File: src/rtl/cas_tape_decoder.sv
// Sord M5 CMT OUT decoder: recovers bytes from the FSK pulse train and
// queues them in a first-word-fall-through FIFO for the host-upload logic.
module cas_tape_decoder #(
  parameter int unsigned CNT_W      = 16,
  parameter int unsigned MIN_TICKS  = 1000,
  parameter int unsigned BIT_THRESH = 6667,
  parameter int unsigned GAP_TICKS  = 17780,
  parameter int unsigned STOP_BITS  = 2,
  parameter int unsigned FIFO_AW    = 4
) (
  input  logic               clk_sys,
  input  logic               reset,
  input  logic               ce_i,
  input  logic               motor_i,
  input  logic               cas_out_i,
  output logic [7:0]         byte_o,
  output logic               valid_o,
  input  logic               ready_i,
  output logic [FIFO_AW:0]   count_o,
  output logic               gap_o,
  output logic               frame_err_o,
  output logic               overflow_o
);

  localparam logic [CNT_W-1:0] MinCnt   = CNT_W'(MIN_TICKS);
  localparam logic [CNT_W-1:0] ThrCnt   = CNT_W'(BIT_THRESH);
  localparam logic [CNT_W-1:0] GapCnt   = CNT_W'(GAP_TICKS);
  localparam logic [CNT_W-1:0] GapM1    = CNT_W'(GAP_TICKS - 1);
  localparam logic [1:0]       StopLast = 2'(STOP_BITS - 1);
  localparam logic [FIFO_AW:0] Depth    = {1'b1, {FIFO_AW{1'b0}}};

  typedef enum logic [1:0] {StIdle, StData, StStop} state_e;

  // Input synchroniser and rising-edge detect
  logic [1:0] sync_q;
  logic       prev_q;
  logic       rise;

  // Period measurement
  logic [CNT_W-1:0] cnt_q, cnt_d;
  logic             edge_ok, bit_vld, bit_val, gap_evt;

  // Frame FSM
  state_e     state_q, state_d;
  logic [2:0] bit_idx_q, bit_idx_d;
  logic [1:0] stop_idx_q, stop_idx_d;
  logic [7:0] shift_q, shift_d;
  logic       push_d, ferr_d;

  // Push staging and block tracking
  logic       push_q;
  logic [7:0] pbyte_q;
  logic       pushed_q, pushed_d, pend;
  logic       gap_q, gap_d, ferr_q;

  // FIFO
  logic [7:0]         mem_q [2**FIFO_AW];
  logic [FIFO_AW-1:0] wr_ptr_q, rd_ptr_q;
  logic [FIFO_AW:0]   fcnt_q, fcnt_d;
  logic               ovf_q, ovf_d;
  logic               full, pop, wr_en;

  assign rise = sync_q[1] & ~prev_q;

  // Edges closer than MIN_TICKS to the last accepted edge are glitches.
  assign edge_ok = motor_i & rise & (cnt_q >= MinCnt);
  assign bit_vld = edge_ok & (cnt_q < GapCnt);
  assign bit_val = (cnt_q < ThrCnt);
  // Fires once, on the tick that carries the counter into saturation.
  assign gap_evt = motor_i & ~edge_ok & ce_i & (cnt_q == GapM1);

  // Two-flop synchroniser on the raw CMT level plus edge history
  always_ff @(posedge clk_sys) begin
    if (reset) begin
      sync_q <= 2'b00;
      prev_q <= 1'b0;
    end else begin
      sync_q <= {sync_q[0], cas_out_i};
      prev_q <= sync_q[1];
    end
  end

  // Period counter next state: held at 0 with motor off, cleared on accepted edge
  always_comb begin
    cnt_d = cnt_q;
    if (!motor_i || edge_ok) begin
      cnt_d = '0;
    end else if (ce_i && (cnt_q < GapCnt)) begin
      cnt_d = cnt_q + CNT_W'(1);
    end
  end

  // Frame FSM next state: advances only on a classified bit
  always_comb begin
    state_d    = state_q;
    bit_idx_d  = bit_idx_q;
    stop_idx_d = stop_idx_q;
    shift_d    = shift_q;
    push_d     = 1'b0;
    ferr_d     = 1'b0;
    if (!motor_i || gap_evt || (edge_ok && !bit_vld)) begin
      state_d = StIdle;
    end else if (bit_vld) begin
      case (state_q)
        StIdle: begin
          if (!bit_val) begin
            state_d   = StData;
            bit_idx_d = 3'd0;
          end
        end
        StData: begin
          shift_d = {bit_val, shift_q[7:1]};
          if (bit_idx_q == 3'd7) begin
            state_d    = StStop;
            stop_idx_d = 2'd0;
          end else begin
            bit_idx_d = bit_idx_q + 3'd1;
          end
        end
        StStop: begin
          if (bit_val) begin
            if (stop_idx_q == StopLast) begin
              push_d  = 1'b1;
              state_d = StIdle;
            end else begin
              stop_idx_d = stop_idx_q + 2'd1;
            end
          end else begin
            // A 0 in the stop slot doubles as the next start bit.
            ferr_d    = 1'b1;
            state_d   = StData;
            bit_idx_d = 3'd0;
          end
        end
        default: state_d = StIdle;
      endcase
    end
  end

  // Gap pulse only for blocks that actually produced bytes
  always_comb begin
    pend     = pushed_q | push_q;
    gap_d    = gap_evt & pend;
    pushed_d = gap_evt ? 1'b0 : pend;
  end

  // FIFO bookkeeping: a push into a full FIFO survives only alongside a pop
  always_comb begin
    pop    = valid_o & ready_i;
    full   = (fcnt_q == Depth);
    wr_en  = push_q & (~full | pop);
    ovf_d  = ovf_q | (push_q & full & ~pop);
    fcnt_d = fcnt_q;
    case ({wr_en, pop})
      2'b10:   fcnt_d = fcnt_q + 1'b1;
      2'b01:   fcnt_d = fcnt_q - 1'b1;
      default: fcnt_d = fcnt_q;
    endcase
  end

  // Decoder state registers
  always_ff @(posedge clk_sys) begin
    if (reset) begin
      cnt_q      <= '0;
      state_q    <= StIdle;
      bit_idx_q  <= 3'd0;
      stop_idx_q <= 2'd0;
      shift_q    <= 8'h00;
      push_q     <= 1'b0;
      pbyte_q    <= 8'h00;
      pushed_q   <= 1'b0;
      gap_q      <= 1'b0;
      ferr_q     <= 1'b0;
    end else begin
      cnt_q      <= cnt_d;
      state_q    <= state_d;
      bit_idx_q  <= bit_idx_d;
      stop_idx_q <= stop_idx_d;
      shift_q    <= shift_d;
      push_q     <= push_d;
      if (push_d) pbyte_q <= shift_q;
      pushed_q   <= pushed_d;
      gap_q      <= gap_d;
      ferr_q     <= ferr_d;
    end
  end

  // FIFO pointers, occupancy and sticky overflow
  always_ff @(posedge clk_sys) begin
    if (reset) begin
      wr_ptr_q <= '0;
      rd_ptr_q <= '0;
      fcnt_q   <= '0;
      ovf_q    <= 1'b0;
    end else begin
      if (wr_en) wr_ptr_q <= wr_ptr_q + 1'b1;
      if (pop)   rd_ptr_q <= rd_ptr_q + 1'b1;
      fcnt_q <= fcnt_d;
      ovf_q  <= ovf_d;
    end
  end

  // FIFO storage, no reset needed: contents only visible through valid pointers
  always_ff @(posedge clk_sys) begin
    if (wr_en) mem_q[wr_ptr_q] <= pbyte_q;
  end

  assign valid_o     = (fcnt_q != '0);
  assign byte_o      = valid_o ? mem_q[rd_ptr_q] : 8'h00;
  assign count_o     = fcnt_q;
  assign gap_o       = gap_q;
  assign frame_err_o = ferr_q;
  assign overflow_o  = ovf_q;

endmodule

File: config.mk
export PLATFORM = sky130hd
export DESIGN_NAME = cas_tape_decoder
export DESIGN_NICKNAME = d
export VERILOG_FILES = /design/src/rtl/cas_tape_decoder.sv
export SDC_FILE = /design/constraint.sdc
export NUM_CORES = 1
export LEC_CHECK = 0
export CORE_MARGIN = 8
export CORE_UTILIZATION = 50
export DETAILED_ROUTE_END_ITERATION = 6
export DONT_BUFFER_PORTS = 1
export PLACE_DENSITY = 0.63
export SYNTH_ARGS = -nofsm -noshare
export SYNTH_HDL_FRONTEND = slang
export SYNTH_SLANG_ARGS = --single-unit
File: constraint.sdc
create_clock -name clk_sys -period 3.65 [get_ports clk_sys]
set_input_delay 0.73 -clock clk_sys [delete_from_list [all_inputs] [get_ports clk_sys]]
set_output_delay 0.73 -clock clk_sys [all_outputs]
set_load 0.03 [all_outputs]
---- Yosys cells after proc, flatten, opt, wreduce, memory -nomap -nowiden ----
Memories as Yosys holds them, arrays and structs flattened. A register that Yosys moved wholly into a read port is not among the register bits.
Index checks and enable logic that the tools add are counted.
storage, ports and cells
  register bits after elaboration ......... 60
  memories kept ........................... 1
  bits in writable memories ............... 128
  latch bits .............................. 0
  logic and storage cells ................. 109
  memory bits (read-only) ................. 0
cells by class
  shift-type cells ........................ 0
  magnitude comparators ................... 3
  add/subtract/negate cells ............... 7
  reduce and logical (&&, ||, !) cells .... 21
  equal/unequal tests ..................... 15
  bitwise gates (word level) .............. 22
  muxes and demuxes ....................... 24
  multiply operators ...................... 0
  divide/modulo/power cells ............... 0
memories
  name   words  bits a word  rd ports  clocked after Yosys merged registers in  wr ports  line  source
  mem_q  16     8            1         1                                        1         57    logic [7:0] mem_q [2**FIFO_AW];
operator list
  cell                                                                 number
  adder 16 x 1 -> 16 bit, second input constant                        1
  == test 16 x 15 -> 1 bit, second input constant                      1
  greater-or-equal comparator 16 x 10 -> 1 bit, second input constant  1
  less-than comparator 16 x 13 -> 1 bit, second input constant         1
  less-than comparator 16 x 15 -> 1 bit, second input constant         1
  2-to-1 mux 2 bit                                                     7
  bitwise AND 1 bit                                                    12
  inequality test 2 bit, second input constant                         6
  case mux 5 bit (2 select lines)                                      1
  adder 4 x 1 -> 4 bit, second input constant                          2
  2-to-1 mux 1 bit                                                     8
  2-to-1 mux 4 bit                                                     2
  2-to-1 mux 8 bit                                                     1
  OR reduction 2 bit                                                   4
  inverter 1 bit                                                       7
  == test 2 x 1 -> 1 bit, second input constant                        3
  2-to-1 mux 3 bit                                                     2
  case mux 2 bit (3 select lines)                                      1
  case mux 3 bit (2 select lines)                                      1
  AND reduction 6 bit                                                  1
  nonzero test 2 bit                                                   3
  adder 5 x 1 -> 5 bit, second input constant                          1
  == test 5 bit, second input constant                                 1
  AND reduction 5 bit                                                  1
  other kinds (16)                                                     23

---- Longest topological paths before layout ----
  word-level depth ........................ 12
  gate-level depth with buffers ........... 11

---- Least setup slack after synthesis ----
OpenSTA, ideal clock, no wires.
  path type ............................... register -> register
  start point ............................. reg fcnt_q[0], in the netlist count_o[0]
  end point ............................... reg fcnt_q[4], in the netlist count_o[4]
  buffers on the path ..................... 0
  arrival time ............................ 2920 ps
  required time ........................... 3579 ps
  setup time .............................. 71 ps
  clock period less this slack ............ 2990 ps
  stages on the path, launching flop included .. 12
  slack ................................... 660 ps
  cells stage by stage .................... dfxtp_1 -> nor4_1 -> a31oi_1 -> inv_1 -> ha_1 -> inv_1 -> fa_1 -> nor2b_1 -> o21ai_0 -> and3_1 -> or4_1 -> a21oi_1
on the way
  word-level cells in the longest chain between the ends .. 6
  elaborated cells between the ends (all ways) .. 12
  those cells by class .................... add/sub: 2; eq/ne: 3; mux: 1; bitwise: 4; reduce/logical: 2
ends and longest elaborated chain
  element                                                                       line      source
  from (decl)                                                                   59        logic [FIFO_AW:0] fcnt_q, fcnt_d;
  from (signal assigned)                                                        198       fcnt_q <= fcnt_d;
  nonzero test 5 bit / == test 5 bit (equally long branches)                    208, 150
  bitwise AND 1 bit / inverter 1 bit (equally long branches)                    149, 151
  bitwise OR 1 bit                                                              151       wr_en = push_q & (~full | pop);
  bitwise AND 1 bit                                                             151
  == test 2 x 1 -> 1 bit / == test 2 bit (equally long branches)                154       case ({wr_en, pop})
  case mux 5 bit (2 select lines) / nonzero test 2 bit (equally long branches)  -
Parallel ways exist; a longest one is shown, timed or not.
A chain may end at the register's enable or synchronous reset.

==> results.yml <==
global_routing:
  grt_usage_pct: 14.6
  antenna_found_initial: 0
  overflow: 0
  grt_start_max_net_pins: 33
  grt_pass1_vias: 4241
  grt_pass1_wl_um: 22500
place:
  numPortBuffers: 0
  hpwlAfterDp_um: 9470
  gp_congestion: 0.809
final_layout:
  syn2layout_area_growth_pct: 10.9
  final-seq-area_sq_um: 5130
  insertedDiodeCount: 0
  nNetsFinal: 558
  fillers: 1257
  multiInputGateArea_sq_um: 2610
  layout-drive-gt1-share_pct: 17.6
clock_network:
  post_cts_buffers: 0
  holdBufCountCts: 0
  clk-insertion-delay-late_ns: 0.42
  h-tree-depth: 4
  cts_buffers: 17
  clock_sinks: 192
  cts_root_buf: "clkbuf_16"
  cts_resized: 0
  cts_buffer_depth: 2
  cts_tree: "done"
  clk_pin_slew_ns: 0.07
synthesis:
  synth_nets: 551
  synth_cell_types: 56
  yosysTopAreaCell: "edfxtp_1"
  netlist_top_cells_area: "edfxtp_1 49%, dfxtp_1 16%, mux4_2 11%"
  ys_seq_area_share_pct: 64.7
  syn_area_per_cell_sq_um: 14.9
  synth_edf_count: 128
  syn_area_sq_um: 7920
  async_flop_share_pct: 0
  yosysWarnings: 0
  yosysTopAreaCellShare_pct: 48.6
  synthCells: 530
  synth_seq_cells: 192
  synth-main-ff-cell: "edfxtp_1"
sta:
  slew_violations: 0
  finalCritPeriodShare_pct: 92.0
  fmax_mhz: 298
  setup_tns_ns: 0
  finalHoldViolCount: 0
  hold_slack_ns: 0.371
  setup_viol: 0
  max-slew-margin-rel_pct: 46.5
  worst_pin_slew_ns: 0.799
  fin_skew_ns: 0.00916
  rsz0062_at_grt: "false"
  period_minus_slack_ns: 3.36
worst_setup_path:
  crit_type: "reg -> out"
  critical_path.most_common_cell: "mux4_2"
  start_kind: "register"
  critPathMaxFanout: 13
  arrival_ns: 2.63
  critPathMaxStageDelay_ns: 0.64
  crit_chain: "buf_4 -> mux4_2 -> mux4_2 -> and2_1"
  slowest_stage: "dfxtp_2"
  crit_path_end_kind: "primary output"
  required_ns: 2.92
route:
  wl_per_cell_um: 18.1
  first_pass_iters: 4
  ant_nets: 0
  drc: 0
  dr_total_vias: 4205
  drt-initial-drc-count: 293
  finalWirelength_um: 13900
  vias_per_cell: 5.49
die:
  core_area_sq_um: 15700
  die_x_um: 142
  row_count: 46
  die-area_sq_um: 20100
  start_util_pct: 50.6
  ios: 23
  die_y_um: 142
power_and_ir_drop:
  p_per_area_nw_per_um2: 475
  power_leakage_nw: 3.17
  ir_drop_mv: 0.316
run:
  maxCapViolCount: 0
worst_hold_path:
  hold_class: "in -> reg"
run_status:
  status: "completed"
[state kept, by name, summed over array words and instances, names as in the netlist, 2 cells and up, named ones only]
name / flops
shift_q: 8
sync_q: 2
cnt_q: 16
pbyte_q: 8
count_o: 5
state_q: 2
wr_ptr_q: 4
bit_idx_q: 3
rd_ptr_q: 4
mem_q: 128
stop_idx_q: 2
[critical path, delay by kind of cell, from the launching register on]
kind	cells	cell delay, ns
buffers and inverters	1	0.29
flip-flops	1	0.64
multiplexers	2	0.99
AND/OR/NAND/NOR	1	0.28
[placed cells by master, fill, tap and decap left out, types with 8 or more instances in the layout]
master,count
a21oi_1,10
edfxtp_1,128
nor3_1,8
mux4_2,40
ha_1,14
inv_1,18
nor2_1,50
dfxtp_1,63
buf_4,12
nand2_1,34
mux2i_1,20
nor4_1,10
and2_1,12
xnor2_1,14
clkbuf_16,17
[path summary, 6_finish.rpt]
check,from,slack (ns),to,cells after the start
worst min-delay path,reset,0.37,sync_q[0]$_SDFF_PP0_,1
worst max-delay path,register,0.29,byte_o[3],4
worst min register to register,sync_q[0]$_SDFF_PP0_,0.46,sync_q[1]$_SDFF_PP0_,1
worst max register to register,count_o[1]$_SDFFE_PP0P_,0.36,count_o[4]$_SDFFE_PP0P_,13
[per-stage QoR]
| step | util, % | setup slack (ns) | total power [W] | std cells | area, sq um |
|---|---|---|---|---|---|
| finish | 56.1 | 0.293 | 0.00417 | 766 | 8780 |
| global route | 56.1 | 0.118 | 0.00428 | 766 | 8780 |
| CTS | 56.1 | 0.218 | 0.00421 | 766 | 8780 |
| detailed placement | 52.3 | 0.440 | 0.00235 | 734 | 8180 |
| global placement | 52.3 | 0.571 | 0.00235 | 734 | 8180 |
| floorplan | - | 0.660 | 0.00236 | 530 | 7920 |
[cell families (layout without fill, tap and decap cells)]
group / Yosys count / in the layout / share of synthesized area (%)
adders and majority gates: 15 / 15 / 2.47
and+or+nand+nor: 163 / 163 / 11.0
muxes: 60 / 60 / 13.9
DFF: 192 / 192 / 64.7
AOI/OAI and AO/OA: 37 / 37 / 3.34
xor gates and xnor gates: 20 / 20 / 2.21
buffers and inverters: 43 / 63 / 2.34
[final cells by class]
cell class | instances | share of cell area [%]
well taps | 216 | 3.08
multi-input cells | 295 | 29.7
clock buffers | 19 | 4.93
repair buffers | 13 | 1.25
inverters | 18 | 0.770
flip-flops and latches | 192 | 58.4
clock inverters | 13 | 1.85
[cells in the mapped netlist (4+ instances only)]
master	number
mux2i_1	20
o21ai_0	5
ha_1	14
xor2_1	6
mux4_2	40
and2_1	12
nand4_1	7
nor3_1	8
nand2_1	34
clkbuf_1	16
nor2_1	50
nand2b_1	4
nor4_1	10
nand3_1	4
dfxtp_1	64
nor2b_1	7
inv_1	18
buf_2	4
edfxtp_1	128
or3_1	5
xnor2_1	14
a21oi_1	10
[where the power goes]
group	leakage [nW]	internal [W]	switching, W
clock network	0.284	0.00108	0.000779
registers	2.01	0.00229	0.00000134
logic	0.878	0.00000451	0.00000993
total	3.17	0.00338	0.000790
[metal layers]
| layer | global-route usage [%] | wire length, um |
|---|---|---|
| met2 | 24.2 | 6900 |
| met4 | 4.80 | 131 |
| met1 | 18.3 | 6400 |
| met5 | 0 | 0 |
| met3 | 4.00 | 433 |
Note: power is estimated with default switching activity, not from simulation.
